[src/rtl/seg_scan_ctrl.sv]
// Time-multiplexed scan controller for a common-anode 7-segment display.
// Holds a shadow/display register pair so new values only switch in at frame boundaries.
module seg_scan_ctrl #(
  parameter int NUM_DIGITS   = 4,
  parameter int REFRESH_DIV  = 27000,
  parameter int BLANK_CYCLES = 64
) (
  input  logic                      clk,
  input  logic                      rst_n,
  input  logic [4*NUM_DIGITS-1:0]   value_i,
  input  logic                      load_i,
  input  logic                      lz_blank_i,
  output logic [3:0]                digit_o,
  output logic                      blank_o,
  output logic [NUM_DIGITS-1:0]     an_o,
  output logic                      frame_done_o,
  output logic                      load_pending_o
);

  localparam int CNT_W = (REFRESH_DIV > 1) ? $clog2(REFRESH_DIV) : 1;
  localparam int IDX_W = (NUM_DIGITS > 1) ? $clog2(NUM_DIGITS) : 1;
  localparam int VAL_W = 4 * NUM_DIGITS;

  localparam logic [CNT_W-1:0] CNT_LAST  = CNT_W'(REFRESH_DIV - 1);
  localparam logic [CNT_W-1:0] CNT_BLANK = CNT_W'(BLANK_CYCLES);
  localparam logic [IDX_W-1:0] IDX_LAST  = IDX_W'(NUM_DIGITS - 1);

  // Scan and load state
  logic [CNT_W-1:0]      r_cnt;
  logic [IDX_W-1:0]      r_idx;
  logic [VAL_W-1:0]      r_shd;
  logic [VAL_W-1:0]      r_disp;
  logic                  r_pending;

  // Registered outputs
  logic [3:0]            r_digit;
  logic                  r_blank;
  logic [NUM_DIGITS-1:0] r_an;
  logic                  r_frame_done;
  logic                  r_load_pending;

  logic                  w_cnt_wrap;
  logic                  w_fb;
  logic [CNT_W-1:0]      w_cnt_nxt;
  logic [IDX_W-1:0]      w_idx_nxt;
  logic [VAL_W-1:0]      w_shd_nxt;
  logic [VAL_W-1:0]      w_disp_nxt;
  logic                  w_pending_nxt;

  logic [NUM_DIGITS-1:0] w_zero_from;
  logic [NUM_DIGITS-1:0] w_an_drive;
  logic [3:0]            w_digit_nxt;
  logic                  w_zero_sel;
  logic                  w_in_blank;
  logic                  w_suppress;
  logic                  w_lit;
  logic [NUM_DIGITS-1:0] w_an_nxt;
  logic                  w_blank_nxt;
  logic                  w_frame_done_nxt;

  // Slot counter and digit index
  always_comb begin
    w_cnt_wrap = (r_cnt == CNT_LAST);
    w_fb       = w_cnt_wrap && (r_idx == IDX_LAST);
    w_cnt_nxt  = w_cnt_wrap ? '0 : r_cnt + 1'b1;
    w_idx_nxt  = r_idx;
    if (w_cnt_wrap) begin
      w_idx_nxt = (r_idx == IDX_LAST) ? '0 : r_idx + 1'b1;
    end
  end

  // Load handshake: load_i is a one-cycle strobe with no acknowledge; the
  // last strobe before a frame boundary wins, and a strobe landing on the
  // boundary cycle itself bypasses the shadow and never raises pending.
  always_comb begin
    w_shd_nxt     = load_i ? value_i : r_shd;
    w_disp_nxt    = r_disp;
    w_pending_nxt = r_pending;
    if (w_fb) begin
      w_pending_nxt = 1'b0;
      if (load_i) begin
        w_disp_nxt = value_i;
      end else if (r_pending) begin
        w_disp_nxt = r_shd;
      end
    end else if (load_i) begin
      w_pending_nxt = 1'b1;
    end
  end

  // w_zero_from[k] is set when nibbles k..NUM_DIGITS-1 are all zero
  always_comb begin
    logic acc;
    acc = 1'b1;
    w_zero_from = '0;
    for (int k = NUM_DIGITS - 1; k >= 0; k--) begin
      acc = acc && (w_disp_nxt[4*k +: 4] == 4'd0);
      w_zero_from[k] = acc;
    end
  end

  // Output path evaluated against next-state cnt/idx so registers line up
  always_comb begin
    w_digit_nxt = 4'd0;
    w_an_drive  = '1;
    w_zero_sel  = 1'b0;
    for (int k = 0; k < NUM_DIGITS; k++) begin
      if (w_idx_nxt == IDX_W'(k)) begin
        w_digit_nxt   = w_disp_nxt[4*k +: 4];
        w_an_drive[k] = 1'b0;
        w_zero_sel    = w_zero_from[k];
      end
    end
    w_in_blank       = (w_cnt_nxt < CNT_BLANK);
    w_suppress       = lz_blank_i && (w_idx_nxt != '0) && w_zero_sel;
    w_lit            = !w_in_blank && !w_suppress;
    w_an_nxt         = w_lit ? w_an_drive : '1;
    w_blank_nxt      = !w_lit;
    w_frame_done_nxt = (w_cnt_nxt == CNT_LAST) && (w_idx_nxt == IDX_LAST);
  end

  always_ff @(posedge clk or negedge rst_n) begin
    if (!rst_n) begin
      r_cnt     <= '0;
      r_idx     <= '0;
      r_shd     <= '0;
      r_disp    <= '0;
      r_pending <= 1'b0;
    end else begin
      r_cnt     <= w_cnt_nxt;
      r_idx     <= w_idx_nxt;
      r_shd     <= w_shd_nxt;
      r_disp    <= w_disp_nxt;
      r_pending <= w_pending_nxt;
    end
  end

  always_ff @(posedge clk or negedge rst_n) begin
    if (!rst_n) begin
      r_digit        <= 4'd0;
      r_blank        <= 1'b1;
      r_an           <= '1;
      r_frame_done   <= 1'b0;
      r_load_pending <= 1'b0;
    end else begin
      r_digit        <= w_digit_nxt;
      r_blank        <= w_blank_nxt;
      r_an           <= w_an_nxt;
      r_frame_done   <= w_frame_done_nxt;
      r_load_pending <= w_pending_nxt;
    end
  end

  assign digit_o        = r_digit;
  assign blank_o        = r_blank;
  assign an_o           = r_an;
  assign frame_done_o   = r_frame_done;
  assign load_pending_o = r_load_pending;

endmodule

[config.mk]
export PLATFORM = sky130hd
export DESIGN_NAME = seg_scan_ctrl
export DESIGN_NICKNAME = d
export VERILOG_FILES = /design/src/rtl/seg_scan_ctrl.sv
export SDC_FILE = /design/constraint.sdc
export NUM_CORES = 1
export LEC_CHECK = 0
export CAP_MARGIN = 40
export CORE_UTILIZATION = 56
export DETAILED_ROUTE_END_ITERATION = 8
export GPL_ROUTABILITY_DRIVEN = 1
export PLACE_DENSITY = 0.81
export SLEW_MARGIN = 10
export SYNTH_ARGS = -nofsm -noshare
export SYNTH_HDL_FRONTEND = slang
export SYNTH_SLANG_ARGS = --single-unit
[constraint.sdc]
create_clock -name clk -period 3.9 [get_ports clk]
set_clock_uncertainty 0.2 [all_clocks]
set_input_delay 0.78 -clock clk [delete_from_list [all_inputs] [get_ports clk]]
set_output_delay 0.78 -clock clk [all_outputs]
set_load 0.005 [all_outputs]
==> results of run 1 <==
[final timing paths]
path	endpoint	depth (start not counted)
worst max-delay path	digit_o[1]	8
worst min-delay path	r_cnt[5]	1
worst max register to register	digit_o[1]	8
worst min register to register	r_shd[5]	1
max in group asynchronous	an_o[2]	3
min in group clk	r_shd[5]	1
[critical path, delay by kind of cell (launching register included)]
kind	cells	cell delay [ps]
buffers and inverters	2	470
AO/OA/AOI/OAI	2	290
AND/OR/NAND/NOR	3	940
flip-flops	1	480
multiplexers	1	570
[routing by layer]
layer  GRT usage, %  vias up
met2           37.0       87
met4           11.1        0
li1               -     1015
met5              0        -
met3           5.49       10
met1           36.4     1050
[cell families after synthesis]
logic type | count (synthesis) | synth area share (%)
flip-flops | 60 | 52.1
multiplexers | 20 | 7.61
adder cells (fa/ha/maj) | 2 | 0.865
XOR/XNOR | 13 | 3.94
AO/OA/AOI/OAI | 57 | 13.7
AND/OR/NAND/NOR | 86 | 16.5
buffers and inverters | 24 | 5.28
[cell usage after synthesis (3+ instances only)]
cell	n
a211oi_1	3
a21oi_1	12
a31oi_1	3
a32oi_1	5
and2_1	3
buf_6	4
clkbuf_1	6
dfrtp_1	55
dfstp_2	5
inv_1	9
mux2_2	16
mux2i_1	4
nand2_1	23
nand3_1	8
nand4_1	6
nand4b_1	3
nor2_1	17
nor3_1	4
nor4_1	3
o211ai_2	3
o21a_1	7
o21ai_0	9
o21bai_1	7
or4_4	3
xnor2_1	7
xor2_1	6
[cell type report]
class	count	share of cell area [%]
multi-input combinational	178	35.6
timing repair buffer	40	11.0
clock buffer	9	3.58
clock inverter	7	2.64
tap	67	2.42
inverter	10	1.09
sequential	60	43.6
[flip-flops by register name, summed over array words and instances, names as in the netlist]
name	flops
r_idx	2
r_disp	16
load_pending_o	1
r_shd	16
frame_done_o	1
r_cnt	15
an_o	4
digit_o	4
blank_o	1
[power groups by stage]
stage	registers, mW	logic [mW]	clock network (mW)
6_report	0.652	0.0822	0.603
4_1_cts	0.652	0.0832	0.610
3_3_place_gp	0.662	0.0775	0
2_1_floorplan	0.660	0.0334	0
5_1_grt	0.653	0.0912	0.634
3_5_place_dp	0.662	0.0825	0
[per-stage QoR]
step | power (mW) | utilization, % | hold slack [ps]
finish | 1.34 | 71.3 | 112
global route | 1.38 | 71.3 | 132
CTS | 1.34 | 71.2 | 114
detailed placement | 0.745 | 66.8 | 289
global placement | 0.739 | 66.3 | 280
floorplan | 0.694 | - | 269
==> results.md, run 1 <==
- Detailed-route via count: 2162
- Most frequent standard cell in the layout excluding fill and tap cells: dfrtp_1
- Routed length on met2: 2690 um
- Post-route cell area: 0.00346 mm^2
- Clock sink count: 60
- Post-detailed-route via-to-cell ratio: 5.83
- Worst max-slew margin expressed relative to the limit: 57.6%
- Fin. Hold Viols: 0
- Critical path capture point type: flop
- Design internal power: 1.04 mW
- Static leakage: 1.47 nW
- Most used cells in the layout excluding fill and tap cells: dfrtp_1, clkdlybuf4s50_1, nand2_1
- Average wire per standard cell: 16.3 um
- Wirelength, routed: 6050 um
- Slew @ Worst Pin: 618 ps
- Count of nets left with antenna violations after detail routing: 0
- Power per unit of standard cell area: 387 mW/mm^2
- Number of pins exceeding their max-slew limit in the final report: 0
- Post-route DRC: 0
- Pin count of the biggest net entering global routing: 32
- Timing-limited maximum frequency: 326 MHz
- Type of the setup path with the least slack: reg2reg
- Placed inst area: 0.00324 mm^2
- Area enclosed by the die boundary: 0.00546 mm^2
- Max_cap viols: 0
- Footprint of the multi-input gates: 0.00123 mm^2
- Net Count, Synth: 284
- Iteration-0 DRC Markers: 171
- Met1 WL: 2870 um
- Crit path arrival time: 3080 ps
- Standard cell core area: 0.00485 mm^2
- Cell-by-cell trace of the critical path: or4b_1 > nor4_2 > buf_4 > mux2i_1 > inv_2 > and2_1 > a211oi_1 > a31oi_1
- Gr usage total: 25.4%
- Net switching power: 0.293 mW
- Reg2Reg Launch Point: r_cnt[3]
- Root Driver: clkbuf_8
- Drt pass-1 iters: 4
- Horizontal extent of the die: 73.9 um
- Wire length of the first global-routing pass: 10100 um
- Effective utilization at floorplan: 59.7%
- Setup repair after global routing missed its margin: false
- Distinct cells, synth: 48
- Crit path launch: r_cnt[3]
- Power share of the clock group: 45.1%
- Die span in y: 73.9 um
- Largest voltage drop on the vdd net: 0.239 mV
- Post-layout minimum cycle time: 3060 ps
- Required time reported for the critical path endpoint: 3920 ps
- Post-placement cell count: 354
- Share of the synthesized area in the top cell type: 47.6%
- Setup Buffers After CTS: 0
- Share of flip-flops with an asynchronous set or reset: 100%
- Type of the worst min-delay path: in2async
- Final critical-path setup slack: 835 ps
- Area growth from synthesis to final layout: 19.5%
- Synth top area cells: dfrtp_1, mux2_2, dfstp_2
- Row Count: 25
- Total grt overflow: 0
- Number of warnings reported in the yosys synthesis log: 0
- Number of H-tree branching levels: 3
- Post-synthesis sequential element count: 60
- Cell type with the highest aggregate area in the netlist: dfrtp_1
- PostCTS Resize Cnt: 0
- Part of the power in registers: 48.7%
- Fin cells: 371
- Largest buffer count on any clock path: 2
- Top fanout value on the critical path: 14
- Wire length on met3: 392 um
- Critical path launch point type: flop
- Inserted Clock Buffers: 9
- R2r setup slk: 840 ps
- Hpwl dp: 4190 um
- Critical-path cell with the highest stage delay: or4b_1
- Fill count: 354
- Proportion of power drawn by combinational gates: 6.1%
- Clock-pin transition on the worst setup and hold timing paths: 70 ps
- Hold buffer count at CTS: 0
- Total Negative Setup Slacks: 0 ps
- Boundary pin count: 31
- Number of buffer cells added on primary ports: 30
- Final weighted congestion in routability-driven placement: 0.860
- Sequential fraction of the synthesis area: 52.1%
- Switching fraction of total power: 21.9%
- Nets: 321
- Number of flops mapped to enable cells by yosys: 0
- Vias in the first global route: 2127
- Proportion of layout cells with a drive suffix above 1: 20.7%
- Count of endpoints failing setup in the final report: 0
- Run status: complete, no violations
- Antenna violations before repair: 0
- Uppermost layer routed: met4
- Final Cycle Share: 78.6%
- Max stage delay on crit path: 590 ps
- Clock tree from TritonCTS: built
- Mean Syn Cell Area: 11.0 um^2
- Pre-CTS setup slack: 639 ps
- Post-Syn Area: 0.00289 mm^2
- Source-to-sink clock delay at the later pin of the worst-skew pair: 330 ps
- Top flip-flop cell by instance count after synthesis: dfrtp_1
- ANT cells: 0
- Cell count after synthesis: 262
- Sequential standard cell area: 0.00151 mm^2
(Power assumes the default switching activity.)
==> run 2, diff against run 1 <==
Clock period 3.9 ns to 2.9 ns, I/O delays scaled along.
==> results.md, run 2 (synthesized netlist as in run 1, its figures left out) <==
- Average wire per standard cell: 17.0 um
- Largest buffer count on any clock path: 2
- Finished Core Util: 74.9%
- Boundary pin count: 31
- Power share of the clock group: 48.7%
- Antenna violations before repair: 0
- Post-layout minimum cycle time: 2840 ps
- Power per unit of standard cell area: 528 mW/mm^2
- Source-to-sink clock delay at the later pin of the worst-skew pair: 330 ps
- Clock-pin transition on the worst setup and hold timing paths: 60 ps
- Sequential standard cell area: 0.00151 mm^2
- Most used cells in the layout excluding fill and tap cells: dfrtp_1, clkdlybuf4s50_1, buf_4
- Area enclosed by the die boundary: 0.00546 mm^2
- Setup Buffers After CTS: 0
- Net switching power: 0.377 mW
- Gr usage total: 26.7%
- Row Count: 25
- Required time reported for the critical path endpoint: 2930 ps
- Drt pass-1 iters: 4
- Part of the power in registers: 45.7%
- Proportion of layout cells with a drive suffix above 1: 25.3%
- Static leakage: 1.57 nW
- Worst max-slew margin expressed relative to the limit: 49.3%
- Area growth from synthesis to final layout: 25.5%
- Effective utilization at floorplan: 59.7%
- Post-route worst hold slack: 183 ps
- Critical path capture point type: flop
- Proportion of power drawn by combinational gates: 5.5%
- Horizontal extent of the die: 73.9 um
- Type of the worst min-delay path: in2async
- Iteration-0 DRC Markers: 202
- Hpwl dp: 4390 um
- Count of nets left with antenna violations after detail routing: 0
- Count of endpoints failing setup in the final report: 0
- Wirelength, routed: 6600 um
- Standard cell core area: 0.00485 mm^2
- Final Cycle Share: 97.9%
- Inserted Clock Buffers: 9
- Crit path arrival time: 2870 ps
- Most frequent standard cell in the layout excluding fill and tap cells: dfrtp_1
- Top Registers: r_disp x16, r_shd x16, r_cnt x15
- Number of buffer cells added on primary ports: 30
- Clock tree from TritonCTS: built
- Final weighted congestion in routability-driven placement: 0.912
- Footprint of the multi-input gates: 0.00127 mm^2
- Setup repair after global routing missed its margin: false
- Max_cap viols: 0
- Detailed-route via count: 2204
- Top fanout value on the critical path: 5
- Fin. Hold Viols: 0
- Type of the setup path with the least slack: reg2reg
- Hold buffer count at CTS: 0
- Number of pins exceeding their max-slew limit in the final report: 0
- Cell-by-cell trace of the critical path: ha_1 > or3b_4 > or4_4 > nand2_1 > o211ai_2 > nor4_4 > nand3_2 > o2111ai_1
- Design internal power: 1.54 mW
- Timing-limited maximum frequency: 352 MHz
- ANT cells: 0
- Critical path launch point type: flop
- Fill count: 325
- Switching fraction of total power: 19.7%
- Total grt overflow: 0
- Critical-path cell with the highest stage delay: or4_4
- Run status: complete, no violations
- Post-route DRC: 0
- Die span in y: 73.9 um
- Largest voltage drop on the vdd net: 0.392 mV
- Overall power after layout: 1.92 mW
- Clock sink count: 60
- Pin count of the biggest net entering global routing: 61
- Root Driver: clkbuf_8
- Post-detailed-route via-to-cell ratio: 5.70
- Nets: 337
- Slew @ Worst Pin: 760 ps
- Vias in the first global route: 2232
- Number of H-tree branching levels: 3
- Max stage delay on crit path: 540 ps
- Wire length of the first global-routing pass: 10600 um
run 2: changes by cell type in the layout (fill, tap and decap cells not counted), sizes merged:
cell and delta:
or4 +1, clkinvlp -1, clkbuf +2, buf +16
clkinv -3, bufinv +1
run 2: path summary, 6_finish.rpt:
path / endpoint / slack, ps / cells after the start / start
max in group asynchronous: r_cnt[11] / 1790 / 2 / rst_n
min: r_cnt[4] / 180 / 2 / rst_n
min in group clk: r_shd[6] / 300 / 1 / r_shd[6]
max reg2reg: an_o[1] / 60 / 8 / r_idx[0]
max: an_o[1] / 60 / 8 / r_idx[0]
min reg2reg: r_shd[6] / 300 / 1 / r_shd[6]
run 2: worst max-delay path: cells and delay by family, from the launching register on:
kind,cells,cell delay [ps]
compound gates,2,410
fa+ha+maj,1,180
flops,1,370
simple gates,5,1580
run 2: layer usage:
layer  routed length, um  GRT usage (%)  up-vias
li1                    -              -     1048
met1                3080           36.9     1059
met2                3030           41.1       86
met3                 387           5.76       11
met4                  96           11.1        0
met5                   0              0        -
run 2: power by group through the flow:
stage | sequential, mW | clock (mW) | combinational, mW
3_3_place_gp | 0.890 | 0 | 0.105
5_1_grt | 0.878 | 0.972 | 0.119
3_5_place_dp | 0.892 | 0 | 0.107
4_1_cts | 0.876 | 0.946 | 0.108
6_report | 0.876 | 0.934 | 0.106
2_1_floorplan | 0.888 | 0 | 0.0450
run 2: through the flow:
stage               instances  setup WS (ps)  cell area [um^2]  TNS, ps
global placement          370           29.3              3340        0
CTS                       386           27.7              3600        0
global route              387          0.186              3630        0
floorplan                 262            111              2890        0
detailed placement        370          -12.7              3340    -12.7
finish                    387           61.0              3630        0
run 2: what timing repair did:
item,in CTS,in global routing
resized for setup,1,6
gates cloned,0,1
pin swaps,0,3
setup endpoints to repair,1,5
run 2: area by class of cell:
cell class,count,share of cell area [%]
clock buffer,12,4.27
clock inverter,4,2.62
inverter,10,1.03
multi-input combinational,179,34.9
sequential,60,41.5
tap,67,2.31
timing repair buffer,55,13.3
